==> config.mk <==
export PLATFORM = sky130hd
export DESIGN_NAME = flt2fix_ctrl
export DESIGN_NICKNAME = d
export VERILOG_FILES = /design/src/rtl/flt2fix_pkg.sv /design/src/rtl/flt2fix_shift_unit.sv /design/src/rtl/flt2fix_ctrl.sv
export SDC_FILE = /design/constraint.sdc
export NUM_CORES = 1
export LEC_CHECK = 0
export BUFFER_PORTS_ARGS = -buffer_cell sky130_fd_sc_hd__buf_2
export CORE_MARGIN = 5
export CORE_UTILIZATION = 53
export DETAILED_ROUTE_END_ITERATION = 10
export PLACE_DENSITY = 0.7
export REMOVE_ABC_BUFFERS = 1
export SKIP_LAST_GASP = 1
export SYNTH_ARGS = -nofsm -noshare
export SYNTH_HDL_FRONTEND = slang
export SYNTH_SLANG_ARGS = --single-unit
==> constraint.sdc <==
create_clock -name clk_i -period 2.4 [get_ports clk_i]
set_input_delay 0.6 -clock clk_i [delete_from_list [all_inputs] [get_ports clk_i]]
set_output_delay 0.6 -clock clk_i [all_outputs]
set_load 0.01 [all_outputs]
==> src/rtl/flt2fix_pkg.sv <==
// Shared types and constants for the half-precision float to signed fixed 8.8 converter.
package flt2fix_pkg;

    typedef enum logic [3:0] {
        IDLE,
        RD_LO,
        RD_HI,
        CLASSIFY,
        SHIFT,
        PACK,
        WR_LO,
        WR_HI,
        DONE
    } state_t;

    localparam int unsigned EXP_BIAS  = 15;
    localparam int unsigned FRAC_BITS = 8;
    localparam int unsigned MAN_BITS  = 10;

    // Exponent at which the 11-bit mantissa already sits in 8.8 alignment.
    localparam logic [4:0]  EXP_PIVOT   = 5'(EXP_BIAS + MAN_BITS - FRAC_BITS);
    localparam logic [4:0]  SAT_EXP     = 5'd22;
    localparam logic [15:0] FIX_MAX_POS = 16'h7FFF;
    localparam logic [15:0] FIX_MAX_NEG = 16'h8000;

endpackage

==> src/rtl/flt2fix_shift_unit.sv <==
// Iterative magnitude shifter with classify, saturation and sign application for flt2fix_ctrl.
module flt2fix_shift_unit
    import flt2fix_pkg::*;
#(
    parameter int unsigned MAX_RSH = 12
) (
    input  logic        clk_i,
    input  logic        rst_ni,
    input  logic        load_i,
    input  logic        step_i,
    input  logic        pack_i,
    input  logic [15:0] flt_i,
    output logic        need_shift_o,
    output logic        shift_last_o,
    output logic [15:0] result_o
);

    localparam logic [4:0] RshCap = 5'(MAX_RSH);

    logic [4:0]  exp_w;
    logic [4:0]  rsh_w;
    logic [4:0]  shcnt_w;
    logic        sat_w;
    logic        left_w;
    logic [15:0] mag15_w;

    logic [16:0] mag_q, mag_d;
    logic [4:0]  shcnt_q, shcnt_d;
    logic        left_q, left_d;
    logic        sat_q, sat_d;
    logic        sign_q, sign_d;
    logic [15:0] result_q, result_d;

    assign exp_w = flt_i[14:10];

    always_comb begin
        sat_w   = exp_w > SAT_EXP;
        left_w  = exp_w >= EXP_PIVOT;
        rsh_w   = EXP_PIVOT - exp_w;
        shcnt_w = '0;
        if (left_w) begin
            // Saturating exponents skip shifting; the result is forced in PACK.
            if (!sat_w) begin
                shcnt_w = exp_w - EXP_PIVOT;
            end
        end else begin
            shcnt_w = (rsh_w > RshCap) ? RshCap : rsh_w;
        end
    end

    assign need_shift_o = (shcnt_w != '0);
    assign shift_last_o = (shcnt_q == 5'd1);
    assign mag15_w      = {1'b0, mag_q[14:0]};

    always_comb begin
        mag_d    = mag_q;
        shcnt_d  = shcnt_q;
        left_d   = left_q;
        sat_d    = sat_q;
        sign_d   = sign_q;
        result_d = result_q;
        if (load_i) begin
            mag_d   = {6'd0, |exp_w, flt_i[9:0]};
            shcnt_d = shcnt_w;
            left_d  = left_w;
            sat_d   = sat_w;
            sign_d  = flt_i[15];
        end else if (step_i) begin
            mag_d   = left_q ? (mag_q << 1) : (mag_q >> 1);
            shcnt_d = shcnt_q - 5'd1;
        end
        if (pack_i) begin
            if (sat_q || (mag_q[16:15] != 2'b00)) begin
                result_d = sign_q ? FIX_MAX_NEG : FIX_MAX_POS;
            end else begin
                result_d = sign_q ? (~mag15_w + 16'd1) : mag15_w;
            end
        end
    end

    always_ff @(posedge clk_i or negedge rst_ni) begin
        if (!rst_ni) begin
            mag_q    <= '0;
            shcnt_q  <= '0;
            left_q   <= 1'b0;
            sat_q    <= 1'b0;
            sign_q   <= 1'b0;
            result_q <= '0;
        end else begin
            mag_q    <= mag_d;
            shcnt_q  <= shcnt_d;
            left_q   <= left_d;
            sat_q    <= sat_d;
            sign_q   <= sign_d;
            result_q <= result_d;
        end
    end

    assign result_o = result_q;

endmodule

==> src/rtl/flt2fix_ctrl.sv <==
// Sequencer: fetches a half float from data memory, runs the shift unit, writes the 8.8 result.
module flt2fix_ctrl
    import flt2fix_pkg::*;
#(
    parameter logic [7:0]  SRC_ADDR = 8'd4,
    parameter logic [7:0]  DST_ADDR = 8'd6,
    parameter int unsigned MAX_RSH  = 12
) (
    input  logic       clk_i,
    input  logic       rst_ni,
    input  logic       start_i,
    output logic       done_o,
    output logic [7:0] dm_addr_o,
    output logic       dm_wr_en_o,
    output logic [7:0] dm_wdata_o,
    input  logic [7:0] dm_rdata_i,
    output logic       busy_o
);

    state_t      state_q, state_d;
    logic        start_q;
    logic [15:0] flt_q, flt_d;
    logic        trigger;
    logic        load, step, pack;
    logic        need_shift, shift_last;
    logic [15:0] result;

    // Conversion launches on the falling edge of start.
    assign trigger = start_q & ~start_i;

    always_comb begin
        state_d    = state_q;
        flt_d      = flt_q;
        dm_addr_o  = 8'd0;
        dm_wr_en_o = 1'b0;
        dm_wdata_o = 8'd0;
        done_o     = 1'b0;
        load       = 1'b0;
        step       = 1'b0;
        pack       = 1'b0;
        unique case (state_q)
            IDLE: begin
                if (trigger) begin
                    state_d = RD_LO;
                end
            end
            RD_LO: begin
                dm_addr_o  = SRC_ADDR;
                flt_d[7:0] = dm_rdata_i;
                state_d    = RD_HI;
            end
            RD_HI: begin
                dm_addr_o   = SRC_ADDR + 8'd1;
                flt_d[15:8] = dm_rdata_i;
                state_d     = CLASSIFY;
            end
            CLASSIFY: begin
                load    = 1'b1;
                state_d = need_shift ? SHIFT : PACK;
            end
            SHIFT: begin
                step = 1'b1;
                if (shift_last) begin
                    state_d = PACK;
                end
            end
            PACK: begin
                pack    = 1'b1;
                state_d = WR_LO;
            end
            WR_LO: begin
                dm_addr_o  = DST_ADDR;
                dm_wdata_o = result[7:0];
                dm_wr_en_o = 1'b1;
                state_d    = WR_HI;
            end
            WR_HI: begin
                dm_addr_o  = DST_ADDR + 8'd1;
                dm_wdata_o = result[15:8];
                dm_wr_en_o = 1'b1;
                state_d    = DONE;
            end
            DONE: begin
                done_o  = 1'b1;
                state_d = IDLE;
            end
            default: state_d = IDLE;
        endcase
    end

    assign busy_o = (state_q != IDLE);

    always_ff @(posedge clk_i or negedge rst_ni) begin
        if (!rst_ni) begin
            state_q <= IDLE;
            start_q <= 1'b0;
            flt_q   <= '0;
        end else begin
            state_q <= state_d;
            start_q <= start_i;
            flt_q   <= flt_d;
        end
    end

    flt2fix_shift_unit #(
        .MAX_RSH(MAX_RSH)
    ) u_shift (
        .clk_i       (clk_i),
        .rst_ni      (rst_ni),
        .load_i      (load),
        .step_i      (step),
        .pack_i      (pack),
        .flt_i       (flt_q),
        .need_shift_o(need_shift),
        .shift_last_o(shift_last),
        .result_o    (result)
    );

endmodule
==> flow_metrics.py <==
metrics = {
    "setup_path": {
        "slowest_stage": "dfrtp_1",
        "crit_buf_inv": 1,
        "startpoint_type": "flop",
        "reg2regPathDepth": 7,
        "path_delay_family": "simple AND/OR/NAND/NOR gates",
        "critPathArrivalTime_ns": 1.69,
        "required_ns": 1.80,
        "max_stage_delay_ns": 0.54,
        "path_cells": "nand2b_1, nor3_4, or3_1, buf_2",
        "cp_max_fo": 8,
        "path_class": "flop to primary output",
        "worstSetupEndpointType": "primary output",
        "path_depth": 4,
    },
    "power_and_ir_drop": {
        "power_switching_mw": 2.635,
        "power.density_nw_per_um2": 1467,
        "pwr-share-seq_pct": 34.7,
        "vdd_drop_max_uv": 694.4,
        "swShare_pct": 43.75,
        "combPwrFrac_pct": 47.9,
        "power.total_mw": 6.022,
        "leakagePower_nw": 1.805,
        "power.share.clock_pct": 17.4,
        "internal_power_mw": 3.387,
    },
    "global_routing": {
        "grt_first_pass_wirelength_um": 14000,
        "overflow": 0,
        "grt_max_degree": 63,
        "use_met2_pct": 30.99,
        "met3_usage_pct": 4.647,
        "grt_pass1_vias": 2829,
        "antenna_found_initial": 0,
        "busiest_layer": "met2",
        "grt_usage_pct": 20.02,
        "met1_usage_pct": 27.68,
    },
    "status": {
        "status": "finished, final reports clean",
    },
    "cts": {
        "post_cts_buffers": 0,
        "htreeDepth": 3,
        "postCtsHoldBufs": 0,
        "cts_num_sinks": 62,
        "cts_made_buffers": 9,
        "cts-resized-gates": 0,
        "clk_pin_slew_worst_paths_ns": 0.08,
        "cts_root_buffer": "clkbuf_8",
        "cts_max_path_buffers": 2,
        "cts_tree": "done",
        "clk_latency_ns": 0.35,
    },
    "finish": {
        "stdcell_area_sq_um": 4104,
        "fillers": 622,
        "drive_gt1_share_pct": 20.24,
        "diodes": 0,
        "final_net_count": 430,
        "fin_cells": 511,
        "fin_util_pct": 60.07,
        "area_growth_pct": 10.07,
    },
    "run": {
        "drv_cap": 0,
    },
    "logic_synthesis": {
        "synth_warnings": 0,
        "synthesis.area_sq_um": 3729,
        "synth_seq_area_share_pct": 41.61,
        "ys_types": 65,
        "ys.flop_type": "dfrtp_1",
        "async_flop_share_pct": 100.0,
        "synth_area_leader_cell": "dfrtp_1",
        "syn_inst": 395,
        "synth.avg_cell_area_sq_um": 9.439,
        "synth-edff-count": 0,
        "yosys_register_bits": 62,
        "yosysMostFrequentCell": "dfrtp_1",
        "synthTopCellsByArea": "dfrtp_1, mux2i_1, nor2_1, mux2_2, nand2_1",
        "synth_top_area_share_pct": 41.61,
        "netlist_top_cells_count": "dfrtp_1, nor2_1, nand2_1, mux2i_1, o21ai_1",
    },
    "floorplan": {
        "die_height_um": 93.88,
        "row_count": 30,
        "start_util_pct": 54.58,
        "ioPinCount": 30,
        "die-area_sq_um": 8813,
        "die_w_um": 93.88,
        "core_sq_um": 6832,
    },
    "placement": {
        "dp_slack_ns": 0.3713,
        "place_inst": 495,
        "place.gp.congestion": 0.8921,
        "hpwl_um": 5729,
        "port_buffers": 24,
        "place_area_sq_um": 3880,
    },
    "routing": {
        "via_count": 2936,
        "drtIter0Drc": 191,
        "drt.antenna.violating_nets": 0,
        "wl_um": 8138,
        "post_drt_wl_per_cell_um": 15.93,
        "remaining_drc_errors": 0,
        "viasPerCell": 5.746,
        "drt-pass1-iter-count": 4,
    },
    "timing": {
        "fin_ws_ns": 0.1137,
        "setup_viol": 0,
        "hold_violations": 0,
        "finalMaxSlewViolations": 0,
        "tns_ns": 0,
        "timing.final.crit_share_pct": 95.26,
        "slew_headroom_pct": 60.77,
        "rsz0062_at_grt": "no",
        "max_freq_mhz": 437.4,
        "worstMarginPinSlew_ns": 0.5885,
        "hold_slack_ns": 0.2497,
        "fin_crit_ns": 2.286,
        "fin_worst_skew_ns": 0.01220,
    },
    "hold_path": {
        "hold_class": "input port to async pin",
    },
}
-- flip-flops by register name (all words and copies together), names as in the netlist --
name,flops
u_shift.sign_q,1
u_shift.left_q,1
flt_q,16
u_shift.mag_q,17
u_shift.result_o,16
u_shift.shcnt_q,5
state_q,4
start_q,1
u_shift.sat_q,1
-- cells by family after synthesis --
group                      Yosys count  share of synthesized area, %
and+or+nand+nor                    128                         18.73
AOI/OAI and AO/OA                  101                         17.75
DFF                                 62                         41.61
buffers and inverters               52                         7.248
muxes                               37                         10.37
adders and majority gates            9                         3.020
xor gates and xnor gates             5                         1.175
other                                1                        0.1006
-- cell type report --
class / instances / area (sq um) / share of cell area, %
multi-input combinational: 285 / 1922 / 46.83
sequential: 62 / 1553 / 37.84
timing repair buffer: 37 / 230.2 / 5.610
clock buffer: 10 / 127.6 / 3.110
tap: 96 / 120.1 / 2.927
clock inverter: 6 / 95.09 / 2.317
inverter: 15 / 56.30 / 1.372
-- power groups by stage --
stage / Combinational, mW / Clock, mW / Sequential, mW
global route: 3.24 / 1.11 / 2.16
finish: 2.89 / 1.05 / 2.09
floorplan: 2.06 / 0 / 2.01
global placement: 2.82 / 0 / 2.07
CTS: 2.90 / 1.06 / 2.08
detailed placement: 2.89 / 0 / 2.10
-- path summary, 6_finish.rpt --
check,startpoint,end,slack (ns)
max,state_q[1],dm_addr_o[2],0.11
min,rst_ni,flt_q[9],0.25
max reg2reg,flt_q[11],state_q[0],0.36
min reg2reg,u_shift.result_o[15],u_shift.result_o[15],0.48
max in group asynchronous,rst_ni,state_q[3],1.86
min in group clk_i,start_i,start_q,0.38
-- cell usage in the layout (no fill, tap or decap), types with 3 or more instances in the layout --
cell type  netlist  routed
mux2_2          13      13
a31oi_1          8       8
buf_2           15      24
xnor2_1          3       3
nor2b_1          4       4
o31ai_1          4       4
inv_1           15      15
a21oi_1         18      18
mux2i_1         24      24
o221ai_1         5       5
o21ai_1         24      24
dfrtp_1         62      61
nor3_1           4       4
nand2b_1         3       3
buf_4            9      12
nand3_1          4       4
conb_1           1       5
o22ai_1          7       7
o21ai_0          8       8
clkbuf_8         0       9
or3_1            5       5
nor2_1          42      42
nor3_4           5       5
a221o_1          8       8
nand2_1         38      38
clkinv_4         0       3
ha_1             9       9
-- metal layers --
metal  up-vias  share of wire (%)  wire length [um]
li1       1426                  -                 -
met1      1443                 47              3865
met2        58                 47              3794
met3         9                4.3               349
met4         0                1.6               129
met5         -                  0                 0
(Power assumes the default switching activity.)
